File: config.mk
export PLATFORM = sky130hd
export DESIGN_NAME = iir_biquad_folded_mc
export DESIGN_NICKNAME = d
export VERILOG_FILES = /design/src/rtl/iir_biquad_folded_mc.sv
export SDC_FILE = /design/constraint.sdc
export NUM_CORES = 2
export LEC_CHECK = 0
export CAP_MARGIN = 30
export CORE_UTILIZATION = 43
export CTS_CLUSTER_SIZE = 14
export DETAILED_ROUTE_END_ITERATION = 8
export SYNTH_ARGS = -nofsm -noshare
export SYNTH_HDL_FRONTEND = slang
export SYNTH_SLANG_ARGS = --single-unit
File: constraint.sdc
create_clock -name clk -period 20 [get_ports clk]
set_input_delay 2 -clock clk [delete_from_list [all_inputs] [get_ports clk]]
set_output_delay 2 -clock clk [all_outputs]
set_load 0.005 [all_outputs]
File: src/rtl/iir_biquad_folded_mc.sv
// Multi-channel direct-form-I biquad, folded onto one multiplier (5 products per sample).
// A sample takes 7 clocks from acceptance to the output strobe.
module iir_biquad_folded_mc #(
  parameter int unsigned W   = 20,
  parameter int unsigned F   = 10,
  parameter int unsigned CH  = 4,
  parameter int unsigned CHW = 2
) (
  input  logic                  clk,
  input  logic                  rst,
  input  logic signed [W-1:0]   x,
  input  logic [CHW-1:0]        in_ch,
  input  logic                  in_valid,
  output logic                  in_ready,
  input  logic signed [W-1:0]   b0,
  input  logic signed [W-1:0]   b1,
  input  logic signed [W-1:0]   b2,
  input  logic signed [W-1:0]   a1,
  input  logic signed [W-1:0]   a2,
  output logic signed [W-1:0]   y,
  output logic [CHW-1:0]        y_ch,
  output logic                  out_valid,
  output logic                  sat
);

  localparam int unsigned PW = 2 * W;
  localparam int unsigned AW = 2 * W + 3;
  localparam logic signed [AW-1:0] MAXV = {{(AW-W+1){1'b0}}, {(W-1){1'b1}}};
  localparam logic signed [AW-1:0] MINV = {{(AW-W+1){1'b1}}, {(W-1){1'b0}}};
  localparam logic signed [AW-1:0] RND  = {{(AW-1){1'b0}}, 1'b1} << (F - 1);
  localparam logic [CHW:0]         CH_L = (CHW+1)'(CH);

  typedef enum logic [2:0] {IDLE, MAC0, MAC1, MAC2, MAC3, MAC4, DONE} state_t;

  state_t state_q, state_d;

  logic signed [W-1:0]  x_r, b0_r, b1_r, b2_r, a1_r, a2_r;
  logic [CHW-1:0]       ch_r;
  logic signed [AW-1:0] acc;
  logic signed [W-1:0]  x1_h [CH];
  logic signed [W-1:0]  x2_h [CH];
  logic signed [W-1:0]  y1_h [CH];
  logic signed [W-1:0]  y2_h [CH];

  logic                 accept;
  logic                 ch_ok;
  logic signed [W-1:0]  coef_op, data_op;
  logic                 sub_op;
  logic signed [PW-1:0] prod;
  logic signed [AW-1:0] prod_ext;
  logic signed [AW-1:0] rnd_sum, shr;
  logic signed [W-1:0]  y_next;
  logic                 clamp;

  // Handshake decode: ready only in IDLE and never during reset.
  always_comb begin
    in_ready = (state_q == IDLE) && !rst;
    accept   = in_valid && in_ready;
    ch_ok    = {1'b0, in_ch} < CH_L;
  end

  // State register.
  always_ff @(posedge clk) begin
    if (rst) state_q <= IDLE;
    else     state_q <= state_d;
  end

  // Next-state logic; out-of-range channels are accepted and dropped in IDLE.
  always_comb begin
    state_d = state_q;
    case (state_q)
      IDLE:    if (accept && ch_ok) state_d = MAC0;
      MAC0:    state_d = MAC1;
      MAC1:    state_d = MAC2;
      MAC2:    state_d = MAC3;
      MAC3:    state_d = MAC4;
      MAC4:    state_d = DONE;
      DONE:    state_d = IDLE;
      default: state_d = IDLE;
    endcase
  end

  // Operand select for the shared multiplier; feedback terms are subtracted.
  always_comb begin
    coef_op = '0;
    data_op = '0;
    sub_op  = 1'b0;
    case (state_q)
      MAC0: begin coef_op = b0_r; data_op = x_r;        end
      MAC1: begin coef_op = b1_r; data_op = x1_h[ch_r]; end
      MAC2: begin coef_op = b2_r; data_op = x2_h[ch_r]; end
      MAC3: begin coef_op = a1_r; data_op = y1_h[ch_r]; sub_op = 1'b1; end
      MAC4: begin coef_op = a2_r; data_op = y2_h[ch_r]; sub_op = 1'b1; end
      default: ;
    endcase
    prod     = coef_op * data_op;
    prod_ext = $signed({{(AW-PW){prod[PW-1]}}, prod});
  end

  // Half-up rounding followed by saturation to the output width.
  always_comb begin
    rnd_sum = acc + RND;
    shr     = rnd_sum >>> F;
    clamp   = 1'b0;
    y_next  = W'(shr);
    if (shr > MAXV) begin
      y_next = W'(MAXV);
      clamp  = 1'b1;
    end else if (shr < MINV) begin
      y_next = W'(MINV);
      clamp  = 1'b1;
    end
  end

  // Sample capture, accumulation, output registers and channel history.
  always_ff @(posedge clk) begin
    if (rst) begin
      x_r <= '0; b0_r <= '0; b1_r <= '0; b2_r <= '0; a1_r <= '0; a2_r <= '0;
      ch_r      <= '0;
      acc       <= '0;
      y         <= '0;
      y_ch      <= '0;
      sat       <= 1'b0;
      out_valid <= 1'b0;
      for (int i = 0; i < int'(CH); i++) begin
        x1_h[i] <= '0;
        x2_h[i] <= '0;
        y1_h[i] <= '0;
        y2_h[i] <= '0;
      end
    end else begin
      out_valid <= 1'b0;
      case (state_q)
        IDLE: begin
          if (accept) begin
            x_r  <= x;
            ch_r <= in_ch;
            b0_r <= b0; b1_r <= b1; b2_r <= b2; a1_r <= a1; a2_r <= a2;
            acc  <= '0;
          end
        end
        MAC0, MAC1, MAC2, MAC3, MAC4: begin
          acc <= sub_op ? (acc - prod_ext) : (acc + prod_ext);
        end
        DONE: begin
          y          <= y_next;
          y_ch       <= ch_r;
          sat        <= clamp;
          out_valid  <= 1'b1;
          x2_h[ch_r] <= x1_h[ch_r];
          x1_h[ch_r] <= x_r;
          y2_h[ch_r] <= y1_h[ch_r];
          y1_h[ch_r] <= y_next;
        end
        default: ;
      endcase
    end
  end

endmodule
==> impl_metrics.env <==
export IMPL_start_util_pct=43.4
export IMPL_cp_max_fo=41
export IMPL_grt_overflow=0
export IMPL_layout_drive_gt1_share_pct=7.51
export IMPL_reg2reg_depth=39
export IMPL_synth_most_common_cell="inv_1"
export IMPL_worst_setup_path_start_kind="register"
export IMPL_wl_per_cell_um=20.9
export IMPL_antenna_found_initial=3
export IMPL_drt_pass1_iterations=5
export IMPL_syn_nets=4858
export IMPL_rsz0062_at_grt="false"
export IMPL_ys_seq_elements=514
export IMPL_ant_nets=0
export IMPL_clk_latency_ns=0.67
export IMPL_portBuffers=149
export IMPL_crit_required_ns=20.50
export IMPL_die_w_um=312
export IMPL_ys_warn_count=0
export IMPL_syn_cell_area_sq_um=41300
export IMPL_cts_buffers=59
export IMPL_syn_area_per_cell_sq_um=9.92
export IMPL_hold_viol=0
export IMPL_p_per_area_nw_per_um2=88.0
export IMPL_synth_top_area_cell="edfxtp_1"
export IMPL_fillers=8763
export IMPL_die_h_um=312
export IMPL_skew_ns=0.0655
export IMPL_slew_violations=0
export IMPL_final_util_pct=48.6
export IMPL_drc=0
export IMPL_cts_tree="yes"
export IMPL_cpMostUsedCell="fa_1"
export IMPL_worstPathArrival_ns=14.00
export IMPL_grt_pass1_vias=30700
export IMPL_synthCells=4161
export IMPL_synth_edf_count=320
export IMPL_synth_main_ff_cell="edfxtp_1"
export IMPL_gp_congestion=0.904
export IMPL_yosysTopAreaCellShare_pct=23.3
export IMPL_syn2layout_area_growth_pct=11.8
export IMPL_layout_min_cycle_time_ns=13.51
export IMPL_top_layer_used="met4"
export IMPL_grt_total_usage_pct=24.2
export IMPL_dp_hpwl_mm=83.2
export IMPL_clkSlewWorstSetupHoldPaths_ns=0.06
export IMPL_end_kind="register"
export IMPL_vias=29500
export IMPL_maxCapViolations=0
export IMPL_status="finished clean"
export IMPL_met3_length_mm=8.59
export IMPL_drt_total_wl_mm=115
export IMPL_ys_types=85
export IMPL_cts_root_buf="clkbuf_16"
export IMPL_cts_hold_fix_buffers=0
export IMPL_fin_crit_sh_pct=67.5
export IMPL_ys_seq_area_share_pct=32.7
export IMPL_hold_path_class="register to register"
export IMPL_synth_top_cells_by_area="edfxtp_1 (23%), fa_1 (20%), dfxtp_1 (9.4%)"
export IMPL_fmax_mhz=74.0
export IMPL_crit_slowest_cell="dfxtp_4"
export IMPL_cts_sinks=514
export IMPL_worst_pin_slew_ns=1.07
export IMPL_critical_path_class="register to register"
export IMPL_reg2reg_setup_slack_ns=6.49
export IMPL_yosys_top_cells_count="inv_1 (535), nand2_1 (506), nor2_1 (427)"
export IMPL_core_sq_um=95000
export IMPL_clockBufferDepth=3
export IMPL_grt_max_degree=165
export IMPL_placed_area_sq_um=44100
export IMPL_setup_tns_ns=0
export IMPL_leakage_uw=0.0199
export IMPL_postCtsSetupBuffers=0
export IMPL_finalInstanceArea_sq_um=46100
export IMPL_cts_resized_gates=0
export IMPL_std_cell_rows=113
export IMPL_setup_violations=0
export IMPL_reg2reg_to="acc[42]"
export IMPL_dieArea_sq_um=97200
export IMPL_via_per_inst=5.36
export IMPL_ioPinCount=150
export IMPL_nNetsFinal=4892
export IMPL_grt_pass1_wl_mm=183
export IMPL_dr_wl_met2_mm=51.2
export IMPL_drt_iter0_markers=2266
export IMPL_worst_ir_drop_vdd_v=0.0000743
export IMPL_async_flop_share_pct=0
export IMPL_slew_headroom_pct=28.9
export IMPL_met1_length_mm=52.0
export IMPL_cts_htree_levels=2
export IMPL_critPathCapture="acc[42]"
export IMPL_critPathMaxStageDelay_ns=0.92
area by class of cell:
type / instances / area, sq um / area share [%]
clock buffers: 79 / 1580 / 3.43
well taps: 1265 / 1580 / 3.43
diodes: 2 / 5.00 / 0.0108
flip-flops and latches: 514 / 13500 / 29.3
clock inverters: 32 / 388 / 0.841
repair buffers: 206 / 2080 / 4.50
inverters: 535 / 2010 / 4.35
multi-input cells: 2879 / 25000 / 54.2
through the flow:
stage                     worst slack [ns]  power [uW]  cells  hold WS [ns]
after floorplan                       8.07        2460   4161         0.446
final                                 6.49        4060   5512         0.474
after global placement                6.66        2960   5389         0.459
after detailed placement              6.61        2960   5398         0.464
after global routing                  5.51        4300   5512         0.484
after CTS                             6.44        4070   5509         0.475
worst max-delay path, delay by kind of cell, from the launching register on:
family                     cells  cell delay (ns)
adders and majority gates      9             4.47
and+or+nand+nor               12             2.73
buffers and inverters          5             1.06
xor gates and xnor gates       2             0.38
DFF                            1             0.92
AOI/OAI and AO/OA              7             2.17
muxes                          4             1.51
power breakdown:
group | internal (uW) | switching [uW]
sequential | 1200 | 86.1
combinational | 639 | 1040
clock | 636 | 459
total | 2470 | 1590
per-layer routing:
layer,up-vias,track usage (%)
met2,926,37.3
li1,13800,-
met1,14700,34.2
met5,-,0
met3,174,5.54
met4,0,6.55
sequential cells by signal, indices dropped and copies added, names as in the netlist, named ones only:
register,count
x_r,20
a2_r,20
a1_r,20
acc,43
x1_h,80
b0_r,20
state_q,3
y1_h,80
x2_h,80
y2_h,80
sat,1
ch_r,2
b2_r,20
y,20
y_ch,2
out_valid,1
b1_r,20
cell usage in the layout, fill, tap and decap left out, types with 42 or more instances in the layout:
| cell type | instances |
|---|---|
| and2_1 | 273 |
| nor2_1 | 425 |
| nand2_1 | 505 |
| inv_1 | 534 |
| o21ai_0 | 52 |
| dfxtp_1 | 189 |
| clkdlybuf4s50_1 | 148 |
| nand3b_1 | 125 |
| mux4_2 | 80 |
| a21oi_1 | 100 |
| mux2i_1 | 44 |
| buf_4 | 47 |
| ha_1 | 150 |
| edfxtp_1 | 320 |
| fa_1 | 422 |
| xor2_1 | 48 |
| xnor2_1 | 88 |
| a22oi_1 | 42 |
| clkbuf_16 | 59 |
cell families (layout without fill, tap and decap cells):
family          after synthesis  count (layout)  synth area share (%)
mux                         158             158                  6.36
xor+xnor                    136             136                  2.89
buf+inv                     768             852                  7.02
compound gates              449             449                  7.54
simple gates               1564            1564                  18.5
flops                       514             514                  32.7
other cells                   0               2                     0
fa+ha+maj                   572             572                  25.0
how the worst min path moves through the flow:
| stage | from | end | slack [ns] | cells past startpoint |
|---|---|---|---|---|
| 2_1_floorplan | a2_r[0] | a2_r[0] | 0.45 | 2 |
| 3_3_place_gp | a2_r[3] | a2_r[3] | 0.46 | 2 |
| 3_5_place_dp | b2_r[11] | b2_r[11] | 0.46 | 2 |
| 4_1_cts | a2_r[1] | a2_r[1] | 0.48 | 2 |
| 5_1_grt | a2_r[1] | a2_r[1] | 0.48 | 2 |
| 6_report | a2_r[7] | a2_r[7] | 0.47 | 2 |
Power figures use the tool's default switching activity.
